## src/rtl/bram_result_reader.sv

```systemverilog
// Reads rows of a multi-word BRAM and streams them out one word per handshake, MSW first.
// Define BRAM_RESULT_READER_CLEAR_EN to zero each row in BRAM after it has been streamed.
module bram_result_reader #(
  parameter int CNT_BIT  = 31,
  parameter int DWIDTH_1 = 32,
  parameter int DWIDTH_2 = 128,
  parameter int AWIDTH   = 8
) (
  input  logic                clk,
  input  logic                reset_n,
  input  logic                start_run_i,
  input  logic [CNT_BIT-1:0]  run_count_i,
  input  logic [DWIDTH_2-1:0] q_b1_i,
  output logic [AWIDTH-1:0]   addr_b1_o,
  output logic                ce_b1_o,
  output logic                we_b1_o,
  output logic [DWIDTH_2-1:0] d_b1_o,
  output logic                m_valid_o,
  input  logic                m_ready_i,
  output logic [DWIDTH_1-1:0] m_data_o,
  output logic                m_last_o,
  output logic                idle_o,
  output logic                read_o,
  output logic                done_o
);

  localparam int WORDS = DWIDTH_2 / DWIDTH_1;
  localparam int WIDX  = (WORDS > 1) ? $clog2(WORDS) : 1;
  localparam logic [WIDX-1:0] LAST_WORD = WIDX'(WORDS - 1);

  typedef enum logic [2:0] {
    S_IDLE,
    S_FETCH,
    S_WAIT,
    S_SEND,
`ifdef BRAM_RESULT_READER_CLEAR_EN
    S_CLR,
`endif
    S_DONE
  } state_t;

  state_t                r_state;
  state_t                w_state_next;
  logic [CNT_BIT-1:0]    r_row;
  logic [CNT_BIT-1:0]    r_count;
  logic [WIDX-1:0]       r_word;
  logic [DWIDTH_2-1:0]   r_row_data;

  logic                  w_accept;
  logic                  w_handshake;
  logic                  w_last_word;
  logic                  w_last_row;
  logic                  w_row_inc;
  logic [DWIDTH_1-1:0]   w_words [WORDS];

  assign w_accept    = (r_state == S_IDLE) && start_run_i;
  assign w_handshake = (r_state == S_SEND) && m_ready_i;
  assign w_last_word = (r_word == LAST_WORD);
  assign w_last_row  = (r_row == (r_count - CNT_BIT'(1)));

  // The row counter advances once the row is fully finished with, i.e. after its clear if any.
`ifdef BRAM_RESULT_READER_CLEAR_EN
  assign w_row_inc = (r_state == S_CLR);
`else
  assign w_row_inc = w_handshake && w_last_word;
`endif

  // NOTE: sequential state uses non-blocking assignments so every register samples pre-edge values.
  always_ff @(posedge clk or negedge reset_n) begin
    if (!reset_n) begin
      r_state <= S_IDLE;
    end else begin
      r_state <= w_state_next;
    end
  end

  // NOTE: every combinational output gets a default first, so no path can infer a latch.
  always_comb begin
    w_state_next = r_state;
    case (r_state)
      S_IDLE: begin
        if (start_run_i) begin
          w_state_next = (run_count_i == '0) ? S_DONE : S_FETCH;
        end
      end
      S_FETCH: w_state_next = S_WAIT;
      S_WAIT:  w_state_next = S_SEND;
      S_SEND: begin
        if (w_handshake && w_last_word) begin
`ifdef BRAM_RESULT_READER_CLEAR_EN
          w_state_next = S_CLR;
`else
          w_state_next = w_last_row ? S_DONE : S_FETCH;
`endif
        end
      end
`ifdef BRAM_RESULT_READER_CLEAR_EN
      S_CLR:   w_state_next = w_last_row ? S_DONE : S_FETCH;
`endif
      S_DONE:  w_state_next = S_IDLE;
      default: w_state_next = S_IDLE;
    endcase
  end

  always_ff @(posedge clk or negedge reset_n) begin
    if (!reset_n) begin
      r_row      <= '0;
      r_count    <= '0;
      r_word     <= '0;
      r_row_data <= '0;
    end else begin
      if (w_accept) begin
        r_count <= run_count_i;
        r_row   <= '0;
        r_word  <= '0;
      end else if (w_row_inc) begin
        r_row <= r_row + CNT_BIT'(1);
      end
      // BRAM data is valid in the cycle after the FETCH address.
      if (r_state == S_WAIT) begin
        r_row_data <= q_b1_i;
      end
      if (w_handshake) begin
        r_word <= r_word + WIDX'(1);
      end
    end
  end

  always_comb begin
    for (int i = 0; i < WORDS; i++) begin
      w_words[i] = r_row_data[DWIDTH_2 - 1 - i * DWIDTH_1 -: DWIDTH_1];
    end
  end

  always_comb begin
    idle_o    = 1'b0;
    read_o    = 1'b0;
    done_o    = 1'b0;
    m_valid_o = 1'b0;
    m_data_o  = '0;
    m_last_o  = 1'b0;
    ce_b1_o   = 1'b0;
    we_b1_o   = 1'b0;
    addr_b1_o = '0;
    case (r_state)
      S_IDLE:  idle_o = 1'b1;
      S_FETCH: begin
        read_o    = 1'b1;
        ce_b1_o   = 1'b1;
        addr_b1_o = r_row[AWIDTH-1:0];
      end
      S_WAIT:  read_o = 1'b1;
      S_SEND: begin
        read_o    = 1'b1;
        m_valid_o = 1'b1;
        m_data_o  = w_words[r_word];
        m_last_o  = w_last_word && w_last_row;
      end
`ifdef BRAM_RESULT_READER_CLEAR_EN
      S_CLR: begin
        read_o    = 1'b1;
        ce_b1_o   = 1'b1;
        we_b1_o   = 1'b1;
        addr_b1_o = r_row[AWIDTH-1:0];
      end
`endif
      S_DONE:  done_o = 1'b1;
      default: ;
    endcase
  end

  assign d_b1_o = '0;

endmodule

```

## config.mk

```make
export PLATFORM = sky130hd
export DESIGN_NAME = bram_result_reader
export DESIGN_NICKNAME = d
export VERILOG_FILES = /design/src/rtl/bram_result_reader.sv
export SDC_FILE = /design/constraint.sdc
export NUM_CORES = 1
export LEC_CHECK = 0
export ABC_AREA = 1
export CORE_MARGIN = 2
export CORE_UTILIZATION = 38
export DETAILED_ROUTE_END_ITERATION = 16
export PLACE_DENSITY = 0.68
export SLEW_MARGIN = 20
export SYNTH_ARGS = -nofsm -noshare
export SYNTH_HDL_FRONTEND = slang
export SYNTH_SLANG_ARGS = --single-unit
```

## constraint.sdc

```tcl
create_clock -name clk -period 3.5 [get_ports clk]
set_input_delay 0.525 -clock clk [delete_from_list [all_inputs] [get_ports clk]]
set_output_delay 0.525 -clock clk [all_outputs]
set_load 0.01 [all_outputs]
```

==> flow_summary.yaml, run 1 <==
timing:
  skew_ns: 0.0124
  slew_headroom_pct: 43.4
  rsz0062_at_grt: "false"
  layout_min_cycle_time_ns: 3.27
  final_hold_viol_count: 0
  fmax_mhz: 306
  worst_slew_pin_slew_ns: 0.849
  period_share_pct: 93.3
  drv_slew: 0
  setup_viol: 0
  finalSetupTns_ns: 0
placement:
  postPlaceCellArea_mm2: 0.0135
  port_buffers: 208
  routabilityCongestion: 0.907
  place_hpwl_um: 23100
floorplan:
  dieArea_mm2: 0.0316
  die_h_um: 178
  start_util_pct: 38.7
  die_w_um: 178
  core_area_mm2: 0.0296
  rows: 63
  ios: 338
worst_setup_path:
  crit_path_end_kind: "primary output"
  cpMostUsedCell: "nand2_1"
  crit_fanout: 6
  cp_top_family: "simple AND/OR/NAND/NOR gates"
  worst-path-buf-inv: 3
  crit_required_ns: 2.97
  path_cells: "inv_2, ha_4, nand3_4, nor2_4, buf_6, nand2_1, nand2_1, nand2_1, nor2_1, nand2_1, nor2_1, nand2_1, nor2_2, nand4_1, nor2_2, buf_2"
  worst-setup-path-type: "register to primary output"
  arrival_ns: 2.74
  cpMaxStageDelayCell: "dfrtp_1"
  max_stage_delay_ns: 0.41
  crit_path_start_kind: "register"
logic_synthesis:
  synth_edf_count: 0
  synth_flop_cell: "dfrtp_1"
  synth_compound_gate_area_share_pct: 7.67
  synthTopCellsByArea: "dfrtp_1 43%, nand2_1 19%, buf_4 8.5%"
  synth_seq_cells: 195
  synth_fa_ha_area_share_pct: 0.328
  yosysMostFrequentCell: "nand2_1"
  synth_top_family_by_area: "simple AND/OR/NAND/NOR gates"
  synth_simple_gate_area_share_pct: 33.5
  synth_mux_area_share_pct: 0
  synthXorXnorAreaFrac_pct: 2.08
  synth_top_cell_area_share_pct: 42.6
  avgSynthCellArea_um2: 7.06
  syn_area_mm2: 0.0115
  ys_seq_area_share_pct: 42.6
  yosys_warnings: 0
  syn_inst: 1623
  yosysTopAreaCell: "dfrtp_1"
  yosysUniqueCellTypes: 40
  async_flop_share_pct: 100
  synth_top_cells_by_count: "593 x nand2_1, 231 x nor2_1, 195 x dfrtp_1, 129 x buf_4, 99 x o21ai_0"
cts:
  clock-sinks: 195
  cts_tree: "yes"
  cts_buffer_depth: 2
  clk_latency_ns: 0.45
  cts_buffers: 17
  htree_levels: 4
  root_buffer: "clkbuf_16"
  clkTransAtPathRegs_ns: 0.08
pwr:
  intPower_mw: 6.18
  p_sw_share_pct: 44.4
  clkPwrFrac_pct: 17.5
  p_leak_nw: 6.89
  powerDensity_mw_per_mm2: 785
  seqPwrFrac_pct: 35.3
  p_sw_mw: 4.92
  comb_power_share_pct: 47.2
  ir_drop_uv: 473
route:
  drt_iter0_drc: 864
  antenna_left: 0
  route.detailed.drc: 0
  routedWlPerCell_um: 14.8
  finalWirelength_um: 32600
  viasPerCell: 4.80
  firstDrtPassIters: 7
  vias: 10600
cells_and_area:
  antenna_cells: 0
  final_area_mm2: 0.0141
  nets: 1964
  nFillCells: 2997
  syn2layout_area_growth_pct: 23.4
  drive_gt1_share_pct: 5.47
global_routing:
  use_met2_pct: 34.2
  grt_pass1_wl_um: 51500
  grt_pass1_vias: 10200
  grt-busiest-layer: "met2"
  antenna_found_initial: 0
  grt_overflow_total: 0
  grtUsageTotal_pct: 20.6
  grtUsageMet3_pct: 5.23
  grt_use_met1_pct: 27.1
  grt_max_degree: 130
run_status:
  status: "completed"
flow_run:
  drv_cap: 0
worst_hold_path:
  hold_class: "primary input to asynchronous set/reset pin"
power by group through the flow:
stage | Sequential [mW] | Clock, mW | Combinational [mW]
floorplan | 3.71 | 0 | 3.51
global placement | 3.89 | 0 | 5.08
detailed placement | 3.92 | 0 | 5.17
CTS | 3.89 | 1.99 | 5.21
global route | 4.03 | 2.09 | 5.98
finish | 3.92 | 1.94 | 5.24
worst reg2reg max path: stages (launching register included):
cell	delay, ns
dfrtp_2	0.40
buf_12	0.29
ha_1	0.28
nand2_4	0.15
nor2_2	0.16
nand2_1	0.08
nor2_2	0.13
nand2_2	0.10
nor3_4	0.22
nand2_2	0.15
nor2_4	0.13
nand2_1	0.07
nor2_2	0.09
nor3_2	0.05
kinds of logic after synthesis:
family / count (synthesis)
and+or+nand+nor: 941
buffers and inverters: 292
DFF: 195
AOI/OAI and AO/OA: 167
xor gates and xnor gates: 24
adders and majority gates: 3
other: 1
metrics by stage:
| stage | hold WS [ns] | utilization, % | total power, mW | cells | worst slack, ns |
|---|---|---|---|---|---|
| detailed placement | 0.454 | 45.4 | 9.09 | 2167 | 0.0498 |
| global placement | 0.448 | 45.4 | 8.97 | 2167 | 0.0979 |
| finish | 0.146 | 47.7 | 11.1 | 2201 | 0.235 |
| global route | 0.202 | 47.7 | 12.1 | 2201 | 0.0303 |
| CTS | 0.198 | 47.5 | 11.1 | 2200 | 0.0119 |
| floorplan | 0.229 | - | 7.22 | 1751 | 1.10 |
area by class of cell:
class	instances	area (um^2)	share of cell area, %
Clock inverter	13	138	0.973
Sequential cell	195	4880	34.5
Multi-Input combinational cell	1264	5550	39.3
Timing Repair Buffer	226	2280	16.1
Clock buffer	19	443	3.13
Tap cell	390	488	3.45
Inverter	94	355	2.51
metal layers:
layer	part of all wire [%]	wire length [um]
met1	44	14300
met4	1.2	392
met2	48	15700
met5	0	0
met3	6.8	2210
placed cells by master (no fill, tap or decap), types with 3 or more instances in the layout:
master	instances
inv_1	81
nor2_4	8
buf_4	11
nand3_1	38
nand4_1	26
o21a_1	5
nor3_1	14
clkdlybuf4s50_1	206
clkbuf_16	17
buf_12	5
inv_6	4
clkinv_8	3
o31ai_1	3
nor3_2	4
clkinv_1	4
a21oi_1	51
o21ai_0	99
nor2_2	12
xnor2_1	8
nand2_1	593
xor2_1	14
inv_2	8
nor4_1	11
nand3b_1	4
nor2_1	220
nand2_2	3
o21ai_1	4
dfrtp_1	194
conb_1	129
inv_8	3
final timing paths:
kind | start | to | slack, ns | depth (start not counted)
worst max-delay path | r_count[0] | m_last_o | 0.23 | 16
worst min-delay path | reset_n | r_row_data[22] | 0.15 | 1
worst max register to register | r_word[0] | r_row[26] | 1.07 | 13
worst min register to register | r_row_data[77] | r_row_data[77] | 0.47 | 2
max in group asynchronous | reset_n | r_count[2] | 2.35 | 2
min in group clk | r_row_data[77] | r_row_data[77] | 0.47 | 2
registers in the layout (all words and copies together) (netlist names):
name,flops
r_row_data,128
r_count,31
r_row,31
r_state,3
r_word,2
what timing repair did:
action,CTS,global route
pin swaps,3,4
endpoints found under the setup margin,1,1
setup buffers,0,1
resized for setup,8,18
gates cloned,1,0
hold buffers,0,0
(Power assumes the default switching activity.)
==> run 2, diff against run 1 <==
--- a/config.mk
+++ b/config.mk
@@ -7,9 +7,9 @@
 export LEC_CHECK = 0
 export ABC_AREA = 1
 export CORE_MARGIN = 2
-export CORE_UTILIZATION = 38
+export CORE_UTILIZATION = 47
 export DETAILED_ROUTE_END_ITERATION = 16
-export PLACE_DENSITY = 0.68
+export PLACE_DENSITY = 0.81
 export SLEW_MARGIN = 20
 export SYNTH_ARGS = -nofsm -noshare
 export SYNTH_HDL_FRONTEND = slang
==> run 2 against run 1 <==
Fmax is 0.75% lower. Via count grew 0.25%. Combinational power down 1%. Clock-buffer cell count down 2. Largest cell class unchanged. Critical endpoint unchanged. Total power about the same. Worst setup slack got worse by 0.025 ns. Sequential share of layout area rose by 0.11 points. Critical path depth unchanged. Highest routed layer unchanged. Critical path type unchanged.
==> flow_summary.yaml, run 2 (same netlist as run 1, synthesis figures left out) <==
placement:
  postPlaceCellArea_mm2: 0.0134
  dp_slack_ns: 0.0385
  routabilityCongestion: 0.922
  place_hpwl_um: 22200
  dp.cells: 2101
  port_buffers: 208
worst_setup_path:
  worst-setup-path-type: "register to primary output"
  crit_path_end_kind: "primary output"
  crit_fanout: 6
  regToRegEndpoint: "r_state[2]"
  r2r-start: "r_count[0]"
  crit_path_start_kind: "register"
  r2r_slack_ns: 1.01
  worst-r2r-cell-count: 17
  arrival_ns: 2.76
  crit_required_ns: 2.97
global_routing:
  grt_pass1_vias: 10200
  grt-busiest-layer: "met2"
  grt_overflow_total: 0
  use_met2_pct: 40.9
  grt_use_met1_pct: 31.4
  grt_pass1_wl_um: 50300
  grt_max_degree: 130
  antenna_found_initial: 1
  grtUsageMet3_pct: 5.97
  grtUsageTotal_pct: 24.2
route:
  routedWlPerCell_um: 14.5
  drt_iter0_drc: 839
  route.detailed.drc: 0
  firstDrtPassIters: 5
  antenna_left: 0
  vias: 10600
  finalWirelength_um: 31000
  viasPerCell: 4.95
cells_and_area:
  ff_latch_area_mm2: 0.00488
  fin_cells: 2140
  final_area_mm2: 0.0141
  largestRegisters: "r_row_data x128, r_count x31, r_row x31"
  top_register: "r_row_data"
  drive_gt1_share_pct: 5.62
  syn2layout_area_growth_pct: 23.0
  nFillCells: 2236
  nets: 1969
  final_common_cell: "nand2_1"
  multiInputGateArea_mm2: 0.00554
  layout_common_cells: "593 x nand2_1, 222 x nor2_1, 206 x clkdlybuf4s50_1"
  largest_reg_flops: 128
cts:
  clk_latency_ns: 0.46
  root_buffer: "clkbuf_16"
  cts_tree: "yes"
  clkTransAtPathRegs_ns: 0.09
  cts_buffer_depth: 2
  htree_levels: 4
  clock-sinks: 195
  cts_buffers: 17
pwr:
  ir_drop_uv: 628
  p_leak_nw: 6.92
  powerDensity_mw_per_mm2: 788
timing:
  slew_headroom_pct: 50.1
  worst_slew_pin_slew_ns: 0.747
  period_share_pct: 94.0
  finalSetupTns_ns: 0
  setup_viol: 0
  drv_slew: 0
  skew_ns: 0.0165
  final_hold_viol_count: 0
  fmax_mhz: 304
  worst_hold_slack_ns: 0.0155
  layout_min_cycle_time_ns: 3.29
  finalWorstSetupSlack_ns: 0.210
worst_hold_path:
  hold_class: "primary input to asynchronous set/reset pin"
floorplan:
  rows: 57
  core_area_mm2: 0.0241
  ios: 338
  dieArea_mm2: 0.0256
  die_h_um: 160
  die_w_um: 160
  start_util_pct: 47.5
run_status:
  status: "completed"
flow_run:
  drv_cap: 0
[run 2: cell count changes in the layout (fill, tap and decap cells not counted), moves of 2 or more]
cell,previous run,this run
buf_4,11,18
clkinv_4,0,2
clkinv_8,3,7
clkinvlp_4,2,0
inv_8,3,1
nor2_1,220,222
nor2_4,8,6
[run 2: repair_timing]
item	CTS	global route
endpoints found under the setup margin	1	1
resized for setup	5	15
pin swaps	2	5
gates cloned	0	1
hold buffers	0	0
buffers inserted	1	5
[run 2: per-layer routing]
layer  vias up  part of all wire (%)
met5         -                     0
met4         0                   1.5
met3        35                   7.7
met2       417                    48
met1      4945                    42
li1       5190                     -
[run 2: power breakdown]
part / internal [mW] / total [mW] / switching, mW / leakage [nW]
logic: 1.98 / 5.17 / 3.19 / 4.18
registers: 3.22 / 3.93 / 0.710 / 2.45
clock network: 0.971 / 2.01 / 1.04 / 0.293
total: 6.17 / 11.1 / 4.94 / 6.92
[run 2: per-stage QoR]
stage / utilization [%] / total power [mW]
final: 58.5 / 11.1
after global routing: 58.5 / 12.0
after CTS: 58.1 / 11.0
after detailed placement: 55.5 / 8.99
after global placement: 55.5 / 8.86
after floorplan: - / 7.22
[run 2: worst max path at each step]
| stage | start | endpoint | slack [ns] |
|---|---|---|---|
| after CTS | r_count[0] | m_last_o | 0.01 |
| final | r_count[0] | m_last_o | 0.21 |
| after floorplan | r_count[0] | m_last_o | 1.10 |
| after global routing | r_count[0] | m_last_o | -0.02 |
| after detailed placement | r_count[0] | m_last_o | 0.04 |
| after global placement | r_count[0] | m_last_o | 0.09 |
[run 2: layout make-up]
cell class / instances / share of cell area (%)
well taps: 324 / 2.88
clock inverters: 14 / 1.31
flip-flops and latches: 195 / 34.6
diodes: 1 / 0.0178
inverters: 94 / 2.52
multi-input cells: 1264 / 39.3
repair buffers: 231 / 16.3
clock buffers: 17 / 3.02
[run 2: worst max-delay path, stage by stage, from the launching register on]
cell	delay, ns
dfrtp_1	0.41
inv_2	0.10
ha_4	0.16
nand3_4	0.10
nor2_2	0.13
buf_4	0.17
nand2_1	0.08
nand2_1	0.06
nand2_1	0.04
nor2_1	0.10
nand2_1	0.06
nor2_1	0.09
nand2_1	0.08
nor2_2	0.14
nand4_1	0.23
nor2_1	0.19
clkbuf_2	0.15
